--- src/rtl/sync_fifo_ext.sv ---
// Single-clock FIFO with fill count, almost thresholds, FWFT or registered read,
// read+write-when-full, synchronous flush and sticky overflow/underflow flags.
module sync_fifo_ext #(
  parameter int DataWidth         = 8,
  parameter int Depth             = 16,
  parameter int Fwft              = 0,
  parameter int AlmostFullThresh  = 12,
  parameter int AlmostEmptyThresh = 2,
  localparam int CountWidth       = $clog2(Depth) + 1
) (
  input  logic                  clk_i,
  input  logic                  rst_i,
  input  logic                  flush_i,
  input  logic                  wr_en_i,
  input  logic [DataWidth-1:0]  wr_data_i,
  input  logic                  rd_en_i,
  output logic [DataWidth-1:0]  rd_data_o,
  output logic                  full_o,
  output logic                  empty_o,
  output logic                  almost_full_o,
  output logic                  almost_empty_o,
  output logic [CountWidth-1:0] count_o,
  output logic                  overflow_o,
  output logic                  underflow_o,
  input  logic                  err_clr_i
);
  localparam int AW = CountWidth - 1;

  if (Depth < 2 || (Depth & (Depth - 1)) != 0) begin : g_bad_depth
    $error("sync_fifo_ext: Depth must be a power of two >= 2");
  end

  logic [DataWidth-1:0]  mem [Depth];
  logic [CountWidth-1:0] wr_ptr, rd_ptr;
  logic [AW-1:0]         wr_idx, rd_idx;
  logic                  rd_ok, wr_ok, ovf_set, udf_set;

  assign wr_idx  = wr_ptr[AW-1:0];
  assign rd_idx  = rd_ptr[AW-1:0];
  // Wrap bit makes full (difference == Depth) distinct from empty (difference == 0).
  assign count_o = wr_ptr - rd_ptr;

  assign full_o         = (count_o == CountWidth'(Depth));
  assign empty_o        = (count_o == '0);
  assign almost_full_o  = (count_o >= CountWidth'(AlmostFullThresh));
  assign almost_empty_o = (count_o <= CountWidth'(AlmostEmptyThresh));

  // Flush masks every request, so it neither moves data nor raises an error.
  assign rd_ok   = rd_en_i & ~empty_o & ~flush_i;
  assign wr_ok   = wr_en_i & (~full_o | (rd_en_i & ~empty_o)) & ~flush_i;
  assign ovf_set = wr_en_i & full_o & ~rd_ok & ~flush_i;
  assign udf_set = rd_en_i & empty_o & ~flush_i;

  always_ff @(posedge clk_i) begin
    if (rst_i || flush_i) begin
      wr_ptr <= '0;
      rd_ptr <= '0;
    end else begin
      if (wr_ok) wr_ptr <= wr_ptr + 1'b1;
      if (rd_ok) rd_ptr <= rd_ptr + 1'b1;
    end
  end

  always_ff @(posedge clk_i) begin
    if (wr_ok && !rst_i) mem[wr_idx] <= wr_data_i;
  end

  // A fresh error event in the clear cycle keeps the flag set.
  always_ff @(posedge clk_i) begin
    if (rst_i) begin
      overflow_o  <= 1'b0;
      underflow_o <= 1'b0;
    end else begin
      if (ovf_set)        overflow_o <= 1'b1;
      else if (err_clr_i) overflow_o <= 1'b0;
      if (udf_set)        underflow_o <= 1'b1;
      else if (err_clr_i) underflow_o <= 1'b0;
    end
  end

  if (Fwft != 0) begin : g_fwft
    assign rd_data_o = mem[rd_idx];
  end else begin : g_reg
    logic [DataWidth-1:0] rd_data_q;
    always_ff @(posedge clk_i) begin
      if (rst_i)      rd_data_q <= '0;
      else if (rd_ok) rd_data_q <= mem[rd_idx];
    end
    assign rd_data_o = rd_data_q;
  end
endmodule

--- config.mk ---
export PLATFORM = sky130hd
export DESIGN_NAME = sync_fifo_ext
export DESIGN_NICKNAME = d
export VERILOG_FILES = /design/src/rtl/sync_fifo_ext.sv
export SDC_FILE = /design/constraint.sdc
export NUM_CORES = 1
export LEC_CHECK = 0
export CAP_MARGIN = 40
export CORE_MARGIN = 8
export CORE_UTILIZATION = 51
export DETAILED_ROUTE_END_ITERATION = 10
export GPL_TIMING_DRIVEN = 0
export PLACE_DENSITY = 0.7
export SYNTH_ARGS = -nofsm -noshare
export SYNTH_HDL_FRONTEND = slang
export SYNTH_SLANG_ARGS = --single-unit
export TNS_END_PERCENT = 5
--- constraint.sdc ---
create_clock -name clk_i -period 3.81 [get_ports clk_i]
set_input_delay 0.381 -clock clk_i [delete_from_list [all_inputs] [get_ports clk_i]]
set_output_delay 0.381 -clock clk_i [all_outputs]
set_load 0.01 [all_outputs]
==> impl_summary.log, run 1 <==
INFO  metric rrSetupSlack = approximately 0.15 ns
INFO  metric placement_rows = 39
INFO  metric synthFlopType = sky130_fd_sc_hd__edfxtp_1
INFO  metric yosysUniqueCellTypes = 40
INFO  metric combined_global_route_utilization_of_all_metal_layers = 17.5%
INFO  metric final.hold.worst_slack = 0.453 ns
INFO  metric drtAntennaViolNets = 0
INFO  metric critical_path.reg2reg.startpoint = rd_ptr[1]$_SDFFE_PP0P_
INFO  metric clock_insertion_delay_worst_skew = ~0.42 ns
INFO  metric grt_antenna_before_repair = 0
INFO  metric grt_start_max_net_pins = 17
INFO  metric worst_clock_skew = 0.0125 ns
INFO  metric yosys_warnings = 0
INFO  metric setup.worst_path.start = rd_ptr[1]$_SDFFE_PP0P_
INFO  metric run_status = complete, no violations
INFO  metric detail_route.first_pass.iterations = 4
INFO  metric fmax = about 270 MHz
INFO  metric total_leakage_power = 2.29 nW
INFO  metric clk_transition_reported_paths = approximately 0.05 ns
INFO  metric postSynthCellCount = 343
INFO  metric slew_headroom = between 40% and 50%
INFO  metric tightest_slew = 0.870 ns
INFO  metric finalNetCount = 433
INFO  metric clock_path_buffers = 2
INFO  metric postSynthAreaPerCell = between 15 and 20 um^2
INFO  metric post-route-min-period = between 3 and 4 ns
INFO  metric clock_sink_count = 148
INFO  metric r2r_cells = 11
INFO  metric hold_path_class = register to register
INFO  metric synth_seq_area_share = 70.2%
INFO  metric start_util = 52.5%
INFO  metric number_of_drc_violations_after_detailed_routing_iteration_0 = 353
INFO  metric critPathArrivalTime = 3.79 ns
INFO  metric n_antenna_cell = 0
INFO  metric layout.cell_area.non_filler = 7290 um^2
INFO  metric syn-num-nets = 367
INFO  metric first_global_vias = 3,461
INFO  metric detailed_place_hpwl = approximately 8800 um
INFO  metric die_area = 15,600 um^2
INFO  metric unrepaired_setup_endpoints_after_global_routing = true
INFO  metric final_util = 63.3%
INFO  metric vias_per_cell = 5.85
INFO  metric floorplan.die.width = approximately 120 um
INFO  metric min_to = rd_data_o[5]$_SDFFE_PP0P_
INFO  metric routed-via-count = 3,305
INFO  metric whs_path_depth = 2
INFO  metric clockRootBuffer = sky130_fd_sc_hd__clkbuf_16
INFO  metric ys_async_sr_fraction = 0%
INFO  metric netlist_area = 6050 um^2
INFO  metric most-common-layout-cells = sky130_fd_sc_hd__edfxtp_1, sky130_fd_sc_hd__mux4_2, sky130_fd_sc_hd__clkdlybuf4s50_1
INFO  metric drc = 0
INFO  metric first_pass_grt_wire_length = 19,900 um
INFO  metric power_density = 456 nW/um^2
INFO  metric detail_route.wl_per_cell = 22.6 um
INFO  metric port_buffers = 32
INFO  metric holdBufCountCts = 0
INFO  metric cts-buffers-inserted = 17
INFO  metric multi_input_comb_area = about 1800 um^2
INFO  metric count_of_fill_cells_added_during_filler_insertion = approximately 840
INFO  metric seq_area = roughly 4200 um^2
INFO  metric timing.critical_path.required = 3.94 ns
INFO  metric slew_viol_final = 0
INFO  metric io_pins = 33
INFO  metric post_route_wl = 12,800 um
INFO  metric cp_startpoint_kind = register
INFO  metric htree_levels = 4
INFO  metric grt_overflow_total = 0
INFO  metric drv_cap = 0
INFO  metric gp_congestion = 0.796
INFO  metric timing.critical_path.fanout_max = 10
INFO  metric fp.coreArea = between 10,000 and 15,000 um^2
INFO  metric critical_path.endpoint_type = register
INFO  metric final.period_utilization = 96.0%
INFO  metric syn2layout_area_growth = 20.6%
INFO  metric final_common_cell = sky130_fd_sc_hd__edfxtp_1
INFO  metric post_route_cells_drive_above_1_share = 24.9%
INFO  metric total_power_after_layout = 0.00333 W
INFO  metric cts_tree = built
INFO  metric r2r-end = mem[8][1]$_DFFE_PP_
INFO  metric timing.final.hold_violations = 0
INFO  metric hp-start = rd_data_o[5]$_SDFFE_PP0P_
INFO  metric worstSetupPathType = register to register
INFO  metric setup_viol = 0
INFO  metric synth_seq_cells = 148
INFO  metric placed_area = 6690 um^2
INFO  metric die_height = 125 um
INFO  metric vdd_drop_max = 0.293 mV
INFO  metric synth-edff-count = 128
-- worst max-delay path by stage --
| stage | to | slack, ns | cells past startpoint |
|---|---|---|---|
| 2_1_floorplan | mem[10][0]$_DFFE_PP_ | 0.33 | 10 |
| 3_3_place_gp | mem[1][7]$_DFFE_PP_ | -1.00 | 10 |
| 3_5_place_dp | mem[8][5]$_DFFE_PP_ | -0.46 | 11 |
| 4_1_cts | almost_empty_o | 0.02 | 9 |
| 5_1_grt | mem[8][1]$_DFFE_PP_ | 0.0009 | 11 |
| 6_report | mem[8][1]$_DFFE_PP_ | 0.15 | 11 |
-- layer usage --
metal	up-vias	wire [um]	GRT usage [%]
li1	1505	-	-
met1	1670	5180	20.5
met2	105	6470	28.4
met3	25	711	5.52
met4	0	417	9.46
met5	-	0	0
-- flip-flops by register name, summed over array words and instances (netlist names) --
signal,flops
rd_data_o,8
mem,128
rd_ptr,5
overflow_o,1
underflow_o,1
wr_ptr,5
-- layout make-up --
class | instances | area share, %
clock buffer | 22 | 6.36
tap | 143 | 2.45
inverter | 10 | 0.515
clock inverter | 10 | 0.823
buffer | 16 | 1.15
timing repair buffer | 47 | 5.97
multi-input combinational | 169 | 24.5
sequential | 148 | 58.2
-- per-stage QoR --
step | cells | worst slack, ns | setup TNS (ns)
5_1_grt | 565 | 0.000926 | 0
3_5_place_dp | 529 | -0.457 | -7.80
3_3_place_gp | 518 | -1.00 | -77.59
6_report | 565 | 0.152 | 0
2_1_floorplan | 343 | 0.325 | 0
4_1_cts | 561 | 0.0174 | 0
-- cells in the mapped netlist, drive strengths merged (3+ instances only) --
cell type / count / area [um^2]
edfxtp: 128 / 3840
mux4: 32 / 721
dfxtp: 20 / 400
nor2: 19 / 71.3
a21oi: 17 / 85.1
a22oi: 16 / 120
nand2: 13 / 48.8
inv: 10 / 37.5
buf: 9 / 56.3
ha: 9 / 113
a21o: 8 / 60.1
nor4b: 8 / 70.1
or3: 8 / 55.1
clkbuf: 7 / 26.3
o21ai: 5 / 25.0
nor2b: 4 / 25.0
xor2: 4 / 50.1
nand3: 3 / 15.0
nand3b: 3 / 22.5
nor3: 3 / 15.0
-- power breakdown --
part | switching, W | internal (W) | total [W]
Clock | 0.000596 | 0.000855 | 0.00145
Combinational | 0.0000636 | 0.0000447 | 0.000108
Sequential | 0.00000266 | 0.00177 | 0.00177
Total | 0.000662 | 0.00267 | 0.00333
-- cells by family after synthesis --
kind of cell    synth area share [%]
simple gates                    6.25
buf+inv                         1.99
xor+xnor                        1.12
flops                           70.2
mux                             12.2
compound gates                  6.04
fa+ha+maj                       2.19
-- what timing repair did --
| item | in CTS | in global routing |
|---|---|---|
| gates resized for setup | 7 | 3 |
| setup endpoints to repair | 64 | 30 |
| pin swaps | 0 | 2 |
| buffers inserted | 0 | 3 |
-- critical path, cell delays in order, from the launching register on --
cell and delay (ns):
sky130_fd_sc_hd__dfxtp_1 0.41, sky130_fd_sc_hd__clkbuf_2 0.28, sky130_fd_sc_hd__buf_2 0.35, sky130_fd_sc_hd__inv_1 0.08, sky130_fd_sc_hd__ha_1 0.28, sky130_fd_sc_hd__nand3b_1 0.07, sky130_fd_sc_hd__nand2_1 0.15, sky130_fd_sc_hd__xor2_4 0.34
sky130_fd_sc_hd__o41ai_4 0.18, sky130_fd_sc_hd__or3b_1 0.58, sky130_fd_sc_hd__nor3b_4 0.41, sky130_fd_sc_hd__buf_4 0.22
No activity file was read; power rests on OpenSTA's default activity.
==> inputs of run 2 (changes only) <==
--- a/config.mk
+++ b/config.mk
@@ -8,6 +8,7 @@
 export CAP_MARGIN = 40
 export CORE_MARGIN = 8
 export CORE_UTILIZATION = 51
+export CTS_CLUSTER_DIAMETER = 60
 export DETAILED_ROUTE_END_ITERATION = 10
 export GPL_TIMING_DRIVEN = 0
 export PLACE_DENSITY = 0.7
==> results of run 2 <==
Final layout, timing and power as in run 1 (identical DEF).
